[src/rtl/dmem_imem_port_arbiter.sv]
// dmem_imem_port_arbiter
// Shares one single-port unified memory between the IF stage (instruction
// fetch) and the MEM stage (load/store). Accesses run one at a time over a
// level request / one-cycle ack handshake. A combinational global stall holds
// the pipeline until every access needed this cycle has completed. Sticky
// done flags keep finished results from being fetched a second time while
// the pipeline is frozen.

module dmem_imem_port_arbiter #(
    parameter int ADDR_W  = 32,
    parameter int DATA_W  = 32,
    parameter int TIMEOUT = 15
) (
    input  logic              clk,
    input  logic              rst,
    input  logic              if_req,
    input  logic [ADDR_W-1:0] if_addr,
    input  logic              mem_read,
    input  logic              mem_write,
    input  logic [ADDR_W-1:0] mem_addr,
    input  logic [DATA_W-1:0] mem_wdata,
    output logic [DATA_W-1:0] if_rdata,
    output logic [DATA_W-1:0] dm_rdata,
    output logic              stall,
    output logic              err_timeout,
    output logic              ram_req,
    output logic              ram_we,
    output logic [ADDR_W-1:0] ram_addr,
    output logic [DATA_W-1:0] ram_wdata,
    input  logic              ram_ack,
    input  logic [DATA_W-1:0] ram_rdata
);

    // The counter is wide enough to hold TIMEOUT, and never narrower than 4 bits
    localparam int TCNT_RAW = $clog2(TIMEOUT + 1);
    localparam int TCNT_W   = (TCNT_RAW < 4) ? 4 : TCNT_RAW;
    localparam logic [TCNT_W-1:0] TCNT_LAST = TCNT_W'(TIMEOUT - 1);

    typedef enum logic [1:0] {
        IDLE = 2'd0,
        DATA = 2'd1,
        INST = 2'd2
    } state_t;

    state_t            state;
    state_t            state_nxt;
    logic              d_done;
    logic              i_done;
    logic [TCNT_W-1:0] tcnt;

    logic dreq;
    logic d_pend;
    logic i_pend;
    logic busy;
    logic timed_out;
    logic finish;

    // A load and a store in the same cycle is treated as a store
    assign dreq   = mem_read | mem_write;
    assign d_pend = dreq & ~d_done;
    assign i_pend = if_req & ~i_done;
    assign stall  = d_pend | i_pend;

    assign busy      = (state != IDLE);
    assign ram_req   = busy;
    assign timed_out = busy & ~ram_ack & (tcnt == TCNT_LAST);
    assign finish    = busy & (ram_ack | timed_out);

    // Next-state decision: data beats fetch because it belongs to the older instruction
    always_comb begin
        state_nxt = state;
        unique case (state)
            IDLE: begin
                if (d_pend) begin
                    state_nxt = DATA;
                end else if (i_pend) begin
                    state_nxt = INST;
                end
            end
            DATA, INST: begin
                if (finish) begin
                    state_nxt = IDLE;
                end
            end
            default: state_nxt = IDLE;
        endcase
    end

    // State register
    always_ff @(posedge clk or posedge rst) begin
        if (rst) begin
            state <= IDLE;
        end else begin
            state <= state_nxt;
        end
    end

    // Capture the request fields at issue so they stay stable for the whole access
    always_ff @(posedge clk or posedge rst) begin
        if (rst) begin
            ram_we    <= 1'b0;
            ram_addr  <= '0;
            ram_wdata <= '0;
        end else if (state == IDLE) begin
            if (d_pend) begin
                ram_we    <= mem_write;
                ram_addr  <= mem_addr;
                ram_wdata <= mem_wdata;
            end else if (i_pend) begin
                ram_we   <= 1'b0;
                ram_addr <= if_addr;
            end
        end
    end

    // Cycles spent waiting for an ack in the current access
    always_ff @(posedge clk or posedge rst) begin
        if (rst) begin
            tcnt <= '0;
        end else if (busy & ~finish) begin
            tcnt <= tcnt + TCNT_W'(1);
        end else begin
            tcnt <= '0;
        end
    end

    // Return data; an abandoned access yields zero
    always_ff @(posedge clk or posedge rst) begin
        if (rst) begin
            dm_rdata <= '0;
            if_rdata <= '0;
        end else if (finish) begin
            if (state == DATA) begin
                if (timed_out) begin
                    dm_rdata <= '0;
                end else if (!ram_we) begin
                    dm_rdata <= ram_rdata;
                end
            end else if (state == INST) begin
                if_rdata <= timed_out ? '0 : ram_rdata;
            end
        end
    end

    // Done flags hold results until the pipeline advances, then clear together
    always_ff @(posedge clk or posedge rst) begin
        if (rst) begin
            d_done <= 1'b0;
            i_done <= 1'b0;
        end else if (!stall) begin
            d_done <= 1'b0;
            i_done <= 1'b0;
        end else begin
            if (finish && state == DATA) begin
                d_done <= 1'b1;
            end
            if (finish && state == INST) begin
                i_done <= 1'b1;
            end
        end
    end

    // Sticky timeout indication, cleared only by reset
    always_ff @(posedge clk or posedge rst) begin
        if (rst) begin
            err_timeout <= 1'b0;
        end else if (timed_out) begin
            err_timeout <= 1'b1;
        end
    end

endmodule

[config.mk]
export PLATFORM = sky130hd
export DESIGN_NAME = dmem_imem_port_arbiter
export DESIGN_NICKNAME = d
export VERILOG_FILES = /design/src/rtl/dmem_imem_port_arbiter.sv
export SDC_FILE = /design/constraint.sdc
export NUM_CORES = 1
export LEC_CHECK = 0
export BUFFER_PORTS_ARGS = -buffer_cell sky130_fd_sc_hd__buf_2
export CAP_MARGIN = 20
export CORE_MARGIN = 4
export CORE_UTILIZATION = 34
export CTS_BUF_LIST = sky130_fd_sc_hd__clkbuf_4
export DETAILED_ROUTE_END_ITERATION = 12
export MAX_ROUTING_LAYER = met4
export PLACE_DENSITY = 0.63
export SYNTH_ARGS = -nofsm -noshare
export SYNTH_HDL_FRONTEND = slang
export SYNTH_SLANG_ARGS = --single-unit
export TNS_END_PERCENT = 30
[constraint.sdc]
create_clock -name clk -period 5.2 [get_ports clk]
set_input_delay 0.52 -clock clk [delete_from_list [all_inputs] [get_ports clk]]
set_output_delay 0.52 -clock clk [all_outputs]
set_load 0.01 [all_outputs]
==> impl_metrics.tcl <==
set metrics [dict create \
    status "finished clean" \
    clk_pin_slew_ps 130 \
    cts_resized 0 \
    fin_crit_sh 0.409 \
    critPathArrivalTime_ps 2580 \
    setup_viol 0 \
    end_kind "flop" \
    critical_path.top_delay_family "buffers and inverters" \
    critPathBufInv 2 \
    critPathLaunchType "flop" \
    root_buffer "clkbuf_4" \
    path_max_fanout 33 \
    vias 4807 \
    grt_use_total 0.177 \
    grt_overflow 0 \
    insertion_delay_ps 520 \
    numCtsBuffers 17 \
    cp_slowest_cell "buf_4" \
    tns_ps 0 \
    viasPerCell 4.67 \
    place_ws_ps 2990 \
    start_util 0.346 \
    period_minus_slack_ps 2130 \
    antenna_found_initial 2 \
    max_slew.worst_pin.slew_ps 860 \
    netlist_area_um2 5500 \
    die_h_um 135 \
    fillers 1590 \
    p_per_area_nw_per_um2 620 \
    cts_max_path_buffers 2 \
    io_buffers 265 \
    crit_chain "inv_1 > ha_1 > and2b_1 > o21ai_4 > buf_4 > o22ai_1 > nor2_1" \
    final_nets 939 \
    syn_nets 679 \
    synth_cells 540 \
    power_mw 4.48 \
    cts_hold_buffers 0 \
    wirelength_mm 15.8 \
    synth_edf_count 0 \
    p_leak_nw 3.91 \
    ir_drop_mv 0.279 \
    dpl.hpwl_mm 11.0 \
    post_cts_buffers 0 \
    synth.distinct_cells 34 \
    std_cell_rows 46 \
    drt-initial-drc-count 229 \
    critPathKind "flop to flop" \
    drt-pass1-iter-count 4 \
    ios 266 \
    drt-wirelength-per-cell_um 15.3 \
    hold_violations 0 \
    hp-class "input port to async pin" \
    htreeDepth 4 \
    cts.sinks 138 \
    drive_gt1_frac 0.384 \
    core_um2 15900 \
    cts_tree "built" \
    grt_pass1_vias 4860 \
    synth_ff_type "dfrtp_1" \
    grt_start_max_net_pins 85 \
    max_freq_mhz 470 \
    rsz0062_at_grt "no" \
    die_w_um 135 \
    layout_setup_ws_ps 3070 \
    drc 0 \
    slew_headroom 0.424 \
    syn_avg_cell_area_um2 10.2 \
    critical-path-max-stage-delay_ps 480 \
    skew_ps 18.3 \
    postSynth.asyncResetShare 1.00 \
    final_max_slew_viol_count 0 \
    yosys_warnings 0 \
    seq_area_frac_synth 0.628 \
    gp_congestion 0.785 \
    yosys_register_bits 138 \
    area.growth.synth_to_final_pct 31.4 \
    crit_required_ps 5650 \
    postRouteAntennaNets 0 \
    dieArea_um2 18300 \
    maxCapViolCount 0 \
    grt_pass1_wl_mm 24.8 \
]
## worst register-to-register path: cells and delay by family (launching register included)
kind | cells | cell delay, ps
AOI/OAI and AO/OA | 2 | 470
DFF | 1 | 390
adders and majority gates | 1 | 290
buffers and inverters | 2 | 560
and+or+nand+nor | 2 | 360
## area by class of cell
| class | count | area, um^2 | area share |
|---|---|---|---|
| antenna | 2 | 5.00 | 0.000692 |
| clock buffer | 17 | 128 | 0.0176 |
| clock inverter | 14 | 133 | 0.0183 |
| inverter | 8 | 35.0 | 0.00484 |
| multi-input combinational | 362 | 1820 | 0.252 |
| sequential | 138 | 3450 | 0.478 |
| tap | 216 | 270 | 0.0374 |
| timing repair buffer | 273 | 1390 | 0.192 |
## kinds of logic after synthesis
kind of cell	share of synthesized area
AO/OA/AOI/OAI	0.134
XOR/XNOR	0.00318
adder cells (fa/ha/maj)	0.0114
buffers and inverters	0.0455
flip-flops	0.628
AND/OR/NAND/NOR	0.178
## power by group
part           switching [mW]  internal [mW]  total, mW
combinational            1.18          0.801       1.98
clock                   0.386          0.276      0.662
sequential              0.256           1.58       1.84
total                    1.82           2.66       4.48
## cells in the mapped netlist, types with 2 or more instances
cell / instances / area, um^2
inv_1: 7 / 26.3
buf_6: 6 / 67.6
o21ai_0: 3 / 15.0
ha_1: 5 / 62.6
nand2_1: 162 / 608
nand3_1: 2 / 10.0
a21oi_1: 2 / 10.0
o21ai_1: 30 / 150
nor2_1: 71 / 267
o22ai_1: 33 / 206
dfrtp_1: 138 / 3450
a21o_1: 2 / 15.0
a22o_1: 33 / 289
buf_2: 17 / 85.1
nand2b_1: 2 / 12.5
buf_4: 9 / 67.6
## sequential cells by signal, summed over array words and instances, names as in the netlist
register	flops
dm_rdata	32
if_rdata	32
ram_addr	32
ram_wdata	32
tcnt	4
state	2
d_done	1
err_timeout	1
i_done	1
ram_we	1
## final timing paths
path                                from            end  slack, ps  cells after the start
hold reg to reg              err_timeout    err_timeout        470                      1
setup / recovery                state[0]    ram_addr[5]       3070                      7
max in group asynchronous            rst  ram_wdata[10]       3930                      3
min in group clk           mem_wdata[21]  ram_wdata[21]        170                      3
hold / removal                       rst   ram_wdata[0]        100                      2
setup reg to reg                state[0]    ram_addr[5]       3070                      7
## through the flow
step	instances	hold WS (ps)	utilization	cell area, um^2
final	1030	103	0.455	7230
after detailed placement	997	456	0.439	6970
after global placement	997	439	0.439	6970
after CTS	1028	105	0.455	7230
after global routing	1030	119	0.455	7230
after floorplan	540	453	-	5500
## per-layer routing
metal / track usage / vias up / routed length, um
li1: - / 2331 / -
met1: 0.218 / 2286 / 7010
met2: 0.293 / 182 / 7540
met3: 0.0475 / 8 / 1070
met4: 0.0442 / 0 / 138
met5: - / - / 0
## cell usage in the layout, fill, tap and decap left out, drive strengths merged, types with 2 or more instances in the layout
master / count
o21ai: 34
a21oi: 3
dfrtp: 138
bufinv: 2
inv: 8
clkinv: 9
and3: 2
nand3: 2
a22o: 33
nand2: 162
a21o: 2
buf: 273
nor2: 71
clkinvlp: 3
nand2b: 2
o21a: 2
o22ai: 33
ha: 5
diode: 2
clkbuf: 17
(Power assumes the default switching activity.)
